--- src/rtl/vtpg_pkg.sv ---
// vtpg_pkg: shared types for the video timing / test-pattern generator.
//   vtpg_mode_e : pattern select encoding (codes 5..7 fall back to SOLID)
//   BAR_*       : {R,G,B} on/off bits for the eight colour bars
//   bar_rgb()   : bar index -> {R,G,B} bits, white..black
package vtpg_pkg;

  typedef enum logic [2:0] {
    SOLID   = 3'd0,
    HRAMP   = 3'd1,
    BARS    = 3'd2,
    CHECKER = 3'd3,
    MOVING  = 3'd4
  } vtpg_mode_e;

  localparam logic [2:0] BAR_WHITE   = 3'b111;
  localparam logic [2:0] BAR_YELLOW  = 3'b110;
  localparam logic [2:0] BAR_CYAN    = 3'b011;
  localparam logic [2:0] BAR_GREEN   = 3'b010;
  localparam logic [2:0] BAR_MAGENTA = 3'b101;
  localparam logic [2:0] BAR_RED     = 3'b100;
  localparam logic [2:0] BAR_BLUE    = 3'b001;
  localparam logic [2:0] BAR_BLACK   = 3'b000;

  // Classic bar order: B follows ~idx[0], R follows ~idx[1], G follows ~idx[2],
  // which yields white, yellow, cyan, green, magenta, red, blue, black.
  function automatic logic [2:0] bar_rgb(input logic [2:0] idx);
    case (idx)
      3'd0:    return BAR_WHITE;
      3'd1:    return BAR_YELLOW;
      3'd2:    return BAR_CYAN;
      3'd3:    return BAR_GREEN;
      3'd4:    return BAR_MAGENTA;
      3'd5:    return BAR_RED;
      3'd6:    return BAR_BLUE;
      default: return BAR_BLACK;
    endcase
  endfunction

endpackage

--- src/rtl/vtpg_if.sv ---
// vtpg_if: video output bus of the pattern generator.
//   hs_q, vs_q   : syncs (polarity set by the generator)
//   vld_q        : active pixel
//   sof_q        : start-of-frame pulse with pixel (0,0)
//   rgb          : {R,G,B}, PW bits per channel
//   frame_cnt_q  : completed frame count
// master = generator side, slave = consumer side.
interface vtpg_if #(parameter int PW = 8);
  logic            hs_q;
  logic            vs_q;
  logic            vld_q;
  logic            sof_q;
  logic [3*PW-1:0] rgb;
  logic [7:0]      frame_cnt_q;

  modport master (output hs_q, vs_q, vld_q, sof_q, rgb, frame_cnt_q);
  modport slave  (input  hs_q, vs_q, vld_q, sof_q, rgb, frame_cnt_q);
endinterface

--- src/rtl/vtpg_timing.sv ---
// vtpg_timing: h/v counters, shadowed timing windows and window decode.
//   clk, rst_n      : clock, async active-low reset
//   i_en            : advance counters
//   i_*_start/end   : window registers (half-open), i_h_end / i_v_end last count
//   o_load          : shadow config captures this cycle
//   o_bypass        : first enabled cycle after reset; decode uses live inputs
//   o_hs/o_vs/o_act : combinational window decode of current (h,v)
//   o_sof           : current position is (0,0)
//   o_x, o_y        : position relative to active-window origin
//   o_frame_cnt     : completed frames
module vtpg_timing
  import vtpg_pkg::*;
#(
  parameter int H_BITS = 12,
  parameter int V_BITS = 12
) (
  input  logic              clk,
  input  logic              rst_n,
  input  logic              i_en,
  input  logic [H_BITS-1:0] i_hs_start,
  input  logic [H_BITS-1:0] i_hs_end,
  input  logic [H_BITS-1:0] i_hact_start,
  input  logic [H_BITS-1:0] i_hact_end,
  input  logic [H_BITS-1:0] i_h_end,
  input  logic [V_BITS-1:0] i_vs_start,
  input  logic [V_BITS-1:0] i_vs_end,
  input  logic [V_BITS-1:0] i_vact_start,
  input  logic [V_BITS-1:0] i_vact_end,
  input  logic [V_BITS-1:0] i_v_end,
  output logic              o_load,
  output logic              o_bypass,
  output logic              o_hs,
  output logic              o_vs,
  output logic              o_act,
  output logic              o_sof,
  output logic [H_BITS-1:0] o_x,
  output logic [V_BITS-1:0] o_y,
  output logic [7:0]        o_frame_cnt
);

  localparam int CW = 5 * H_BITS + 5 * V_BITS;

  logic              r_started;
  logic [H_BITS-1:0] r_h;
  logic [V_BITS-1:0] r_v;
  logic [7:0]        r_frame_cnt;
  logic [CW-1:0]     r_cfg;

  logic [CW-1:0]     w_cfg_in;
  logic [CW-1:0]     w_cfg;
  logic [H_BITS-1:0] w_hs_start, w_hs_end, w_hact_start, w_hact_end, w_h_end;
  logic [V_BITS-1:0] w_vs_start, w_vs_end, w_vact_start, w_vact_end, w_v_end;
  logic              w_h_last, w_v_last, w_wrap;

  assign w_cfg_in = {i_hs_start, i_hs_end, i_hact_start, i_hact_end, i_h_end,
                     i_vs_start, i_vs_end, i_vact_start, i_vact_end, i_v_end};

  // The very first pixel after reset has no shadow yet, so decode it from
  // the live inputs that are being captured in the same cycle.
  assign w_cfg = o_bypass ? w_cfg_in : r_cfg;

  assign {w_hs_start, w_hs_end, w_hact_start, w_hact_end, w_h_end,
          w_vs_start, w_vs_end, w_vact_start, w_vact_end, w_v_end} = w_cfg;

  assign w_h_last = (r_h == w_h_end);
  assign w_v_last = (r_v == w_v_end);
  assign w_wrap   = w_h_last & w_v_last;

  assign o_bypass = i_en & ~r_started;
  assign o_load   = i_en & (~r_started | w_wrap);

  always_ff @(posedge clk or negedge rst_n) begin
    if (!rst_n) begin
      r_started   <= 1'b0;
      r_h         <= '0;
      r_v         <= '0;
      r_frame_cnt <= '0;
      r_cfg       <= '0;
    end else if (i_en) begin
      r_started <= 1'b1;
      if (o_load) r_cfg <= w_cfg_in;
      if (w_h_last) begin
        r_h <= '0;
        r_v <= w_v_last ? '0 : r_v + V_BITS'(1);
      end else begin
        r_h <= r_h + H_BITS'(1);
      end
      if (w_wrap) r_frame_cnt <= r_frame_cnt + 8'd1;
    end
  end

  assign o_hs  = (r_h >= w_hs_start) && (r_h < w_hs_end);
  assign o_vs  = (r_v >= w_vs_start) && (r_v < w_vs_end);
  assign o_act = (r_h >= w_hact_start) && (r_h < w_hact_end) &&
                 (r_v >= w_vact_start) && (r_v < w_vact_end);
  assign o_sof = (r_h == '0) && (r_v == '0);
  assign o_x   = r_h - w_hact_start;
  assign o_y   = r_v - w_vact_start;
  assign o_frame_cnt = r_frame_cnt;

endmodule

--- src/rtl/vtpg.sv ---
// vtpg: programmable video timing and test-pattern generator.
//   clk, rst_n            : pixel clock, async active-low reset
//   en                    : advance timing; low freezes counters
//   mode                  : pattern select (vtpg_mode_e), latched per frame
//   solid_rgb             : colour for SOLID
//   chk_shift, bar_shift  : log2 checker square / bar width
//   tHS_*, tHACT_*, tH_END: horizontal windows and line length
//   tVS_*, tVACT_*, tV_END: vertical windows and frame length
//   o_vid                 : video output bus (vtpg_if master)
// All outputs are registered one cycle after the counter position they show.
module vtpg
  import vtpg_pkg::*;
#(
  parameter int   PW       = 8,
  parameter int   H_BITS   = 12,
  parameter int   V_BITS   = 12,
  parameter logic SYNC_POL = 1'b1
) (
  input  logic              clk,
  input  logic              rst_n,
  input  logic              en,
  input  logic [2:0]        mode,
  input  logic [3*PW-1:0]   solid_rgb,
  input  logic [3:0]        chk_shift,
  input  logic [3:0]        bar_shift,
  input  logic [H_BITS-1:0] tHS_START,
  input  logic [H_BITS-1:0] tHS_END,
  input  logic [H_BITS-1:0] tHACT_START,
  input  logic [H_BITS-1:0] tHACT_END,
  input  logic [H_BITS-1:0] tH_END,
  input  logic [V_BITS-1:0] tVS_START,
  input  logic [V_BITS-1:0] tVS_END,
  input  logic [V_BITS-1:0] tVACT_START,
  input  logic [V_BITS-1:0] tVACT_END,
  input  logic [V_BITS-1:0] tV_END,
  vtpg_if.master            o_vid
);

  logic              w_load, w_bypass;
  logic              w_hs, w_vs, w_act, w_sof;
  logic [H_BITS-1:0] w_x;
  logic [V_BITS-1:0] w_y;
  logic [7:0]        w_frame_cnt;

  vtpg_timing #(.H_BITS(H_BITS), .V_BITS(V_BITS)) u_timing (
    .clk          (clk),
    .rst_n        (rst_n),
    .i_en         (en),
    .i_hs_start   (tHS_START),
    .i_hs_end     (tHS_END),
    .i_hact_start (tHACT_START),
    .i_hact_end   (tHACT_END),
    .i_h_end      (tH_END),
    .i_vs_start   (tVS_START),
    .i_vs_end     (tVS_END),
    .i_vact_start (tVACT_START),
    .i_vact_end   (tVACT_END),
    .i_v_end      (tV_END),
    .o_load       (w_load),
    .o_bypass     (w_bypass),
    .o_hs         (w_hs),
    .o_vs         (w_vs),
    .o_act        (w_act),
    .o_sof        (w_sof),
    .o_x          (w_x),
    .o_y          (w_y),
    .o_frame_cnt  (w_frame_cnt)
  );

  logic [2:0]      r_mode;
  logic [3*PW-1:0] r_solid;
  logic [3:0]      r_chk, r_bar;

  logic [2:0]      w_mode;
  logic [3*PW-1:0] w_solid;
  logic [3:0]      w_chk, w_bar;
  logic [2:0]      w_bar_idx, w_bar_c;
  logic            w_x_chk, w_y_chk;
  logic [PW-1:0]   w_mov;
  logic [3*PW-1:0] w_pix;

  logic            r_hs, r_vs, r_vld, r_sof;
  logic [3*PW-1:0] r_rgb;

  assign w_mode  = w_bypass ? mode      : r_mode;
  assign w_solid = w_bypass ? solid_rgb : r_solid;
  assign w_chk   = w_bypass ? chk_shift : r_chk;
  assign w_bar   = w_bypass ? bar_shift : r_bar;

  assign w_bar_idx = 3'(w_x >> w_bar);
  assign w_bar_c   = bar_rgb(w_bar_idx);
  assign w_x_chk   = 1'(w_x >> w_chk);
  assign w_y_chk   = 1'(w_y >> w_chk);
  assign w_mov     = w_x[PW-1:0] + PW'(w_frame_cnt);

  always_comb begin
    w_pix = w_solid;
    case (vtpg_mode_e'(w_mode))
      HRAMP:   w_pix = {3{w_x[PW-1:0]}};
      BARS:    w_pix = {{PW{w_bar_c[2]}}, {PW{w_bar_c[1]}}, {PW{w_bar_c[0]}}};
      CHECKER: w_pix = {(3*PW){w_x_chk ^ w_y_chk}};
      MOVING:  w_pix = {3{w_mov}};
      default: w_pix = w_solid;
    endcase
  end

  always_ff @(posedge clk or negedge rst_n) begin
    if (!rst_n) begin
      r_mode  <= '0;
      r_solid <= '0;
      r_chk   <= '0;
      r_bar   <= '0;
      r_hs    <= ~SYNC_POL;
      r_vs    <= ~SYNC_POL;
      r_vld   <= 1'b0;
      r_sof   <= 1'b0;
      r_rgb   <= '0;
    end else begin
      if (w_load) begin
        r_mode  <= mode;
        r_solid <= solid_rgb;
        r_chk   <= chk_shift;
        r_bar   <= bar_shift;
      end
      if (en) begin
        r_hs  <= w_hs ? SYNC_POL : ~SYNC_POL;
        r_vs  <= w_vs ? SYNC_POL : ~SYNC_POL;
        r_vld <= w_act;
        r_sof <= w_sof;
        r_rgb <= w_act ? w_pix : '0;
      end else begin
        // Syncs keep their level while frozen; pixel qualifiers drop.
        r_vld <= 1'b0;
        r_sof <= 1'b0;
        r_rgb <= '0;
      end
    end
  end

  assign o_vid.hs_q        = r_hs;
  assign o_vid.vs_q        = r_vs;
  assign o_vid.vld_q       = r_vld;
  assign o_vid.sof_q       = r_sof;
  assign o_vid.rgb         = r_rgb;
  assign o_vid.frame_cnt_q = w_frame_cnt;

endmodule

--- src/flat_wrapper.sv ---
// flat-port wrapper written by rule: the top's interface ports become plain ports
module vtpg_flat import vtpg_pkg::*;
#(
  parameter int   PW       = 8,
  parameter int   H_BITS   = 12,
  parameter int   V_BITS   = 12,
  parameter logic SYNC_POL = 1'b1
)
  (clk, rst_n, en, mode, solid_rgb, chk_shift, bar_shift, tHS_START, tHS_END, tHACT_START, tHACT_END, tH_END, tVS_START, tVS_END, tVACT_START, tVACT_END, tV_END, o_vid_hs_q, o_vid_vs_q, o_vid_vld_q, o_vid_sof_q, o_vid_rgb, o_vid_frame_cnt_q);
  vtpg_if #(.PW(PW)) o_vid_i ();
  input  logic clk;
  input  logic rst_n;
  input  logic en;
  input  logic [2:0] mode;
  input  logic [3*PW-1:0] solid_rgb;
  input  logic [3:0] chk_shift;
  input  logic [3:0] bar_shift;
  input  logic [H_BITS-1:0] tHS_START;
  input  logic [H_BITS-1:0] tHS_END;
  input  logic [H_BITS-1:0] tHACT_START;
  input  logic [H_BITS-1:0] tHACT_END;
  input  logic [H_BITS-1:0] tH_END;
  input  logic [V_BITS-1:0] tVS_START;
  input  logic [V_BITS-1:0] tVS_END;
  input  logic [V_BITS-1:0] tVACT_START;
  input  logic [V_BITS-1:0] tVACT_END;
  input  logic [V_BITS-1:0] tV_END;
  output wire logic [$bits(o_vid_i.hs_q)-1:0] o_vid_hs_q;
  output wire logic [$bits(o_vid_i.vs_q)-1:0] o_vid_vs_q;
  output wire logic [$bits(o_vid_i.vld_q)-1:0] o_vid_vld_q;
  output wire logic [$bits(o_vid_i.sof_q)-1:0] o_vid_sof_q;
  output wire logic [$bits(o_vid_i.rgb)-1:0] o_vid_rgb;
  output wire logic [$bits(o_vid_i.frame_cnt_q)-1:0] o_vid_frame_cnt_q;
  assign o_vid_hs_q = o_vid_i.hs_q;
  assign o_vid_vs_q = o_vid_i.vs_q;
  assign o_vid_vld_q = o_vid_i.vld_q;
  assign o_vid_sof_q = o_vid_i.sof_q;
  assign o_vid_rgb = o_vid_i.rgb;
  assign o_vid_frame_cnt_q = o_vid_i.frame_cnt_q;
  vtpg #(.PW(PW), .H_BITS(H_BITS), .V_BITS(V_BITS), .SYNC_POL(SYNC_POL)) u_core (.clk(clk), .rst_n(rst_n), .en(en), .mode(mode), .solid_rgb(solid_rgb), .chk_shift(chk_shift), .bar_shift(bar_shift), .tHS_START(tHS_START), .tHS_END(tHS_END), .tHACT_START(tHACT_START), .tHACT_END(tHACT_END), .tH_END(tH_END), .tVS_START(tVS_START), .tVS_END(tVS_END), .tVACT_START(tVACT_START), .tVACT_END(tVACT_END), .tV_END(tV_END), .o_vid(o_vid_i));
endmodule
--- config.mk ---
export PLATFORM = sky130hd
export DESIGN_NAME = vtpg_flat
export DESIGN_NICKNAME = d
export VERILOG_FILES = /design/src/rtl/vtpg_pkg.sv /design/src/rtl/vtpg_if.sv /design/src/rtl/vtpg_timing.sv /design/src/rtl/vtpg.sv /design/src/flat_wrapper.sv
export SDC_FILE = /design/constraint.sdc
export NUM_CORES = 1
export LEC_CHECK = 0
export ABC_AREA = 1
export BUFFER_PORTS_ARGS = -buffer_cell sky130_fd_sc_hd__buf_2
export CORE_MARGIN = 1.5
export CORE_UTILIZATION = 25
export DETAILED_ROUTE_END_ITERATION = 6
export PLACE_DENSITY = 0.47
export SLEW_MARGIN = 30
export SYNTH_ARGS = -nofsm -noshare
export SYNTH_HDL_FRONTEND = slang
export SYNTH_SLANG_ARGS = --single-unit
--- constraint.sdc ---
create_clock -name clk -period 10.3 [get_ports clk]
set_clock_uncertainty 0.15 [all_clocks]
set_input_delay 0.515 -clock clk [delete_from_list [all_inputs] [get_ports clk]]
set_output_delay 0.515 -clock clk [all_outputs]
set_load 0.05 [all_outputs]
# ---- Yosys cells after proc, flatten, opt, wreduce, memory -nomap -nowiden
# Cells that the tools add are included.
# Widths: inputs -> output; s select.
dict set report op_classes {
  shifts 3
  n_mux 15
  bitwise_logic 6
  n_eq_ne 12
  add_sub_neg 6
  order_cmp 8
  reduce_logical 12
}
# cell count
set ops {}
lappend ops {{$mux 120} 1}
lappend ops {{$pmux 24 s4} 1}
lappend ops {{$mux 24} 3}
lappend ops {{$ge 12x12->1} 4}
lappend ops {{$lt 12x12->1} 4}
lappend ops {{$add 12x1->12 const B} 2}
lappend ops {{$eq 12x12->1} 2}
lappend ops {{$logic_not 12->1} 2}
lappend ops {{$mux 12} 2}
lappend ops {{$shr 12x4->1} 2}
lappend ops {{$sub 12x12->12} 2}
lappend ops {{$pmux 3 s7} 1}
lappend ops {{$eq 3x2->1 const B} 4}
lappend ops {{$eq 3x3->1 const B} 4}
lappend ops {{$shr 12x4->3} 1}
lappend ops {{$add 8x1->8 const B} 1}
lappend ops {{$add 8x8->8} 1}
lappend ops {{$mux 4} 2}
lappend ops {{$eq 3x1->1 const B} 2}
lappend ops {{$logic_and 1x1->1} 6}
lappend ops {{$reduce_and 2->1} 3}
lappend ops {{$mux 1} 4}
lappend ops {{$and 1x1->1} 3}
lappend ops {{$logic_not 3->1} 1}
lappend ops {{4 further kinds} 4}
dict set report word_totals {
  elab_cells 76
  ff_bits 216
  in_bits 158
  output_inout_bits 36
}

# ---- Depth between registers and ports, before layout
dict set report logic_depth {
  ltp_word 10
  mapped_depth 32
  mapped_depth_nobuf 25
}

# ---- By module
# Synthesis repeated with hierarchy kept, for this count alone.
dict set report unflattened {
  hier_cells 2070
  area_unflattened_um2 15598.7
}
# mod cells_per_inst area_each_um2 seq_area_each_um2 instances
set modules_own_cells {}
lappend modules_own_cells {vtpg_timing 1441 11254.5 3828.7 1}
lappend modules_own_cells {vtpg 629 4344.2 1576.5 1}

# ---- Worst setup path after synthesis
# Ideal clock, no wire load.
dict set report synth_path {
  kind {input-to-reg}
  start {input en}
  end {register u_core.r_rgb[6], in the netlist u_core.o_vid.rgb[6]}
  setup_slack_ns 5.905
  t_arrival_ns 4.133
  setup_time_ns 0.113
  path_buffers 7
  required_time_ns 10.037
  stages 24
  cell_sequence {buf_4 > nand2_4 > buf_6 > buf_6 > buf_4 > buf_2 > inv_1 > buf_2 > clkbuf_1 > o21ai_0 > ha_1 > fa_1 > xnor2_1 > ha_1 > inv_1 > o31ai_1 > and2_1 > nor2_1 > o21bai_1 > a21oi_1 > o21ai_0 > nand3_1 > nand2_1 > inv_1}
}
dict set report synth_between {
  elab_chain_cells 9
  word_cells_on_any_way 35
  classes_between {add/sub: 3; order compare: 4; eq/ne: 10; shift: 3; mux: 9; bitwise: 2; reduce/logical: 4}
}
# element line
set synth_rtl {}
lappend synth_rtl {{start: declaration} flat_wrapper.sv:13} ;# input logic en;
lappend synth_rtl {{$and 1x1->1} vtpg_timing.sv:69} ;# assign o_bypass = i_en & ~r_started;
lappend synth_rtl {{$mux 120} vtpg_timing.sv:60} ;# assign w_cfg = o_bypass ? w_cfg_in : r_cfg;
lappend synth_rtl {{$sub 12x12->12} vtpg_timing.sv:97} ;# assign o_x = r_h - w_hact_start;
lappend synth_rtl {{$shr 12x4->3} vtpg.sv:90} ;# assign w_bar_idx = 3'(w_x >> w_bar);
lappend synth_rtl {{$eq 3x3->1, or another cell as far along} vtpg_pkg.sv:27} ;# case (idx)
lappend synth_rtl {{$pmux 3 s7} vtpg_pkg.sv:27}
lappend synth_rtl {{$pmux 24 s4} vtpg.sv:98} ;# case (vtpg_mode_e'(w_mode))
lappend synth_rtl {{$mux 24} vtpg.sv:130} ;# r_rgb <= w_act ? w_pix : '0;
lappend synth_rtl {{$mux 24 *} vtpg.sv:125} ;# if (en) begin
lappend synth_rtl {{end signal: assignment} vtpg.sv:130}
lappend synth_rtl {{end: declaration} vtpg.sv:83} ;# logic [3*PW-1:0] r_rgb;
# Every way passes the cells marked *; elsewhere a longest branch is shown, timed or not.
# A chain may end at the register's enable or synchronous reset.

# ---- Worst setup path after layout
dict set report layout_path {
  start {register u_core.u_timing.r_started}
  end {register u_core.u_timing.r_cfg[46]}
}
dict set report layout_between {
  elab_chain_cells 8
  word_cells_on_any_way 9
  classes_between {eq/ne: 2; mux: 1; bitwise: 5; reduce/logical: 1}
}
# element line
set layout_rtl {}
lappend layout_rtl {{start: declaration} vtpg_timing.sv:43} ;# logic r_started;
lappend layout_rtl {{start signal: assignment} vtpg_timing.sv:74} ;# r_started <= 1'b0;
lappend layout_rtl {{start signal: assignment} vtpg_timing.sv:80} ;# r_started <= 1'b1;
lappend layout_rtl {{$not 1->1 *} {vtpg_timing.sv:69, vtpg_timing.sv:70}}
lappend layout_rtl {{$and 1x1->1} vtpg_timing.sv:69}
lappend layout_rtl {{$mux 120} vtpg_timing.sv:60}
lappend layout_rtl {{$eq 12x12->1 (on tied branches)} {vtpg_timing.sv:65, vtpg_timing.sv:66}}
lappend layout_rtl {{$and 1x1->1} vtpg_timing.sv:67} ;# assign w_wrap = w_h_last & w_v_last;
lappend layout_rtl {{$or 1x1->1 *} vtpg_timing.sv:70} ;# assign o_load = i_en & (~r_started | w_wrap);
lappend layout_rtl {{$and 1x1->1 *} vtpg_timing.sv:70}
lappend layout_rtl {{$reduce_and 2->1 (no line) *} n/a}
lappend layout_rtl {{end signal: assignment} vtpg_timing.sv:81} ;# if (o_load) r_cfg <= w_cfg_in;
lappend layout_rtl {{end: declaration} vtpg_timing.sv:47} ;# logic [CW-1:0] r_cfg;
# Marked as above.

==> summary.md <==
| Metric | Value |
|---|---|
| Vias in the first global route | `13900` |
| Synth cell count leaders | `nand2_1 (585), inv_1 (346), dfrtp_1 (216), o21ai_1 (164), o21ai_0 (146)` |
| Setup-failing EPs final | `0` |
| Clock transition at the registers of the reported paths | `60 ps` |
| Max incr delay on CP | `740 ps` |
| Period utilization | `47.1%` |
| Routing usage on met3 | `2.24%` |
| DR pass1 iterations | `6` |
| Routed Wire Length | `49600 um` |
| Slew HR | `32.8%` |
| Layer with the highest usage | `met2` |
| Min Tclk post-route | `4850 ps` |
| Startpoint Class | `register` |
| Diode count | `0` |
| Critical path data arrival time | `5220 ps` |
| Seq/Total Area, Yosys | `35.7%` |
| CTS tree | `yes` |
| HPWL after DPL | `36300 um` |
| Met2 GRT Util | `26.2%` |
| Synth-to-Final Area Change | `23.0%` |
| Worst-Margin Slew | `1000 ps` |
| Syn_nets | `2410` |
| Share of the synthesized area in the top cell type | `35.7%` |
| DR vias | `14400` |
| Worst flop-to-flop path endpoint | `u_core.u_timing.r_cfg[46]$_DFFE_PN0P_` |
| Avg Cell Area, Syn | `7.05 um2` |
| Tot Pwr | `2.66 mW` |
| R2r setup slk | `5450 ps` |
| R2r worst-path depth | `17` |
| Final max-slew violation count | `0` |
| Worst R2R Start | `u_core.u_timing.r_started$_DFFE_PN0P_` |
| Port-buffer cells | `193` |
| Synth Flop Type | `dfrtp_1` |
| Initial antenna violation count | `2` |
| DRC viols | `0` |
| Rows | `89` |
| M1 GR Usage | `22.4%` |
| Critical path endpoint category | `register` |
| Buffer and inverter count on the worst path | `5` |
| Syn. warnings | `0` |
| Unrepaired setup endpoints after global routing | `false` |
| Global-route wire length before repair | `78400 um` |
| TNS Setup | `0 ps` |
| GPL Wtd Cong | `0.829` |
| PD cells | `143 nW/um2` |
| Synthesized area | `15100 um2` |
| Total CTS buffers | `29` |
| Critical path's top delay family | `simple AND/OR/NAND/NOR gates` |
| Worst Slack Setup Final | `5450 ps` |
| Worst skew pair latency | `590 ps` |
| CP Data Required Time | `10660 ps` |
| Initial core utilization | `25.5%` |
| Final antenna-violating net count | `0` |
| Largest net degree at the start of global routing | `108` |
| Top Ports | `194` |
| Post-synth top area cell | `dfrtp_1` |
| Max Clk Rate | `0.206 GHz` |
| Setup bufs post-CTS | `0` |
| Outcome | `finished, final reports clean` |
| Final Hold Viols | `0` |
| Root buffer cell | `clkbuf_16` |
| Ys async rst share | `100%` |
| Cells after Synth | `2145` |
| Worst Hold Class | `in2reg` |
| Routed len/inst | `15.6 um` |
| Layout cell share with drive strength beyond 1 | `11.5%` |
| Crit-path cells | `inv_2 > nand2_8 > buf_4 > nand2_1 > o21ai_1 > xor2_1 > nand2_1 > nor3_1 > nand3_1 > nor2_1 > buf_4 > nand2_2 > nand2_8 > buf_4 > buf_16 > nand2_1 > o21ai_1` |
| Post-synth EDFFs | `0` |
| Nets | `2649` |
| Fill count | `6523` |
| Most common cell in the netlist | `nand2_1` |
| Die Area | `62000 um2` |
| CTS Sinks | `216` |
| All-Layer GR Usage | `16.0%` |
| Max VDD drop | `0.116 mV` |
| #FFs+latches synth | `216` |
| Worst Hold Endpoint | `u_core.u_timing.r_cfg[37]$_DFFE_PN0P_` |
| Cell with the largest stage delay on the worst path | `buf_4` |
| Yosys cell types | `42` |
| Crit Path Category | `reg2reg` |
| Max_cap viols | `0` |
| Vias per inst | `4.52` |
| Post-place setup slack | `4970 ps` |
| Die Width | `249 um` |
| Die height | `249 um` |
| Worst hold path startpoint | `tVS_END[1]` |
| Area contributors post-synth | `dfrtp_1 (36%), nand2_1 (15%), ha_1 (8.6%)` |
| Htree depth | `1` |
| Clock tree buffer depth | `3` |
| Core ar. | `59400 um2` |
| Post-Route Utilization | `31.3%` |
| Pleak | `9.71 nW` |
| Gr ovfl total | `0` |
| WHS Path Cells | `3` |
| Iteration-0 DRC Markers | `929` |
| Max Fanout on Critical Path | `107` |
## registers in the layout (all words and copies together) (netlist names)
signal	flops
u_core.o_vid.sof_q	1
u_core.o_vid.vs_q	1
u_core.u_timing.r_v	12
u_core.r_bar	4
u_core.o_vid.hs_q	1
u_core.r_solid	24
u_core.o_vid.vld_q	1
u_core.r_mode	3
u_core.u_timing.o_frame_cnt	8
u_core.u_timing.r_started	1
u_core.u_timing.r_cfg	120
u_core.r_chk	4
u_core.o_vid.rgb	24
u_core.u_timing.r_h	12
## routing by layer
metal | wire length, um | vias up
met2 | 22200 | 323
li1 | - | 7377
met5 | 26 | -
met4 | 977 | 4
met1 | 24200 | 6621
met3 | 2250 | 54
## worst reg2reg max path: stages, from the launching register on
cell	delay (ps)
dfrtp_1	340
inv_2	60
nand2_8	440
buf_4	740
nand2_1	100
o21ai_1	130
xor2_1	160
nand2_1	70
nor3_1	190
nand3_1	210
nor2_1	140
buf_4	230
nand2_2	270
nand2_8	510
buf_4	520
buf_16	310
nand2_1	140
o21ai_1	80
## worst max-delay path by stage
stage                                          startpoint                                     end  slack [ps]  cells after the start
finish              u_core.u_timing.r_started$_DFFE_PN0P_   u_core.u_timing.r_cfg[46]$_DFFE_PN0P_        5450                     17
global route        u_core.u_timing.r_started$_DFFE_PN0P_          u_core.o_vid.rgb[22]$_DFF_PN0_        4900                     19
CTS                 u_core.u_timing.r_started$_DFFE_PN0P_  u_core.u_timing.r_cfg[106]$_DFFE_PN0P_        5290                     16
global placement                                       en   u_core.u_timing.r_cfg[46]$_DFFE_PN0P_        4980                     16
detailed placement                                     en  u_core.u_timing.r_cfg[106]$_DFFE_PN0P_        4970                     16
floorplan                                              en           u_core.o_vid.rgb[6]$_DFF_PN0_        5900                     24
## cell families (layout without fill, tap and decap cells)
group | Yosys count | count (layout) | synth area share (%)
AND/OR/NAND/NOR | 918 | 918 | 25.4
buffers and inverters | 438 | 700 | 12.4
AO/OA/AOI/OAI | 428 | 428 | 15.2
flip-flops | 216 | 216 | 35.7
adder cells (fa/ha/maj) | 107 | 107 | 9.00
XOR/XNOR | 38 | 38 | 2.20
## cell type report
| cell class | instances | area, um2 | share of cell area, % |
|---|---|---|---|
| multi-input combinational | 1491 | 7850 | 42.2 |
| sequential | 216 | 5410 | 29.1 |
| clock buffer | 35 | 778 | 4.18 |
| timing repair buffer | 292 | 1960 | 10.6 |
| tap | 773 | 967 | 5.20 |
| clock inverter | 19 | 302 | 1.62 |
| inverter | 354 | 1330 | 7.14 |
## through the flow
| stage | hold slack (ps) | instance area, um2 | std cells |
|---|---|---|---|
| 2_1_floorplan | 69.4 | 15100 | 2145 |
| 6_report | 28.5 | 18600 | 3180 |
| 3_5_place_dp | 327 | 16600 | 3039 |
| 3_3_place_gp | 324 | 16600 | 3038 |
| 5_1_grt | 19.4 | 18600 | 3180 |
| 4_1_cts | 0.185 | 18600 | 3180 |
## power breakdown
group | total, mW | switching [mW] | internal (mW)
clock | 1.16 | 0.438 | 0.718
sequential | 0.910 | 0.0479 | 0.862
combinational | 0.596 | 0.385 | 0.211
total | 2.66 | 0.871 | 1.79
## what timing repair did
| action | 4_1_cts | 5_1_grt |
|---|---|---|
| endpoints found under the hold margin | 173 | 0 |
| resized for setup | 0 | 0 |
| hold buffers | 87 | 0 |
## cells in the final DEF, fill, tap and decap left out, types with 32 or more instances in the layout
| master | netlist | layout |
|---|---|---|
| o21ai_0 | 146 | 146 |
| ha_1 | 104 | 104 |
| nor2_1 | 115 | 115 |
| buf_2 | 19 | 192 |
| dfrtp_1 | 216 | 216 |
| nand2_1 | 585 | 585 |
| o21ai_1 | 164 | 164 |
| xor2_1 | 32 | 32 |
| a21oi_1 | 55 | 55 |
| inv_1 | 346 | 344 |
| nand3_1 | 143 | 143 |
| dlygate4sd3_1 | 0 | 87 |
(Power assumes the default switching activity.)
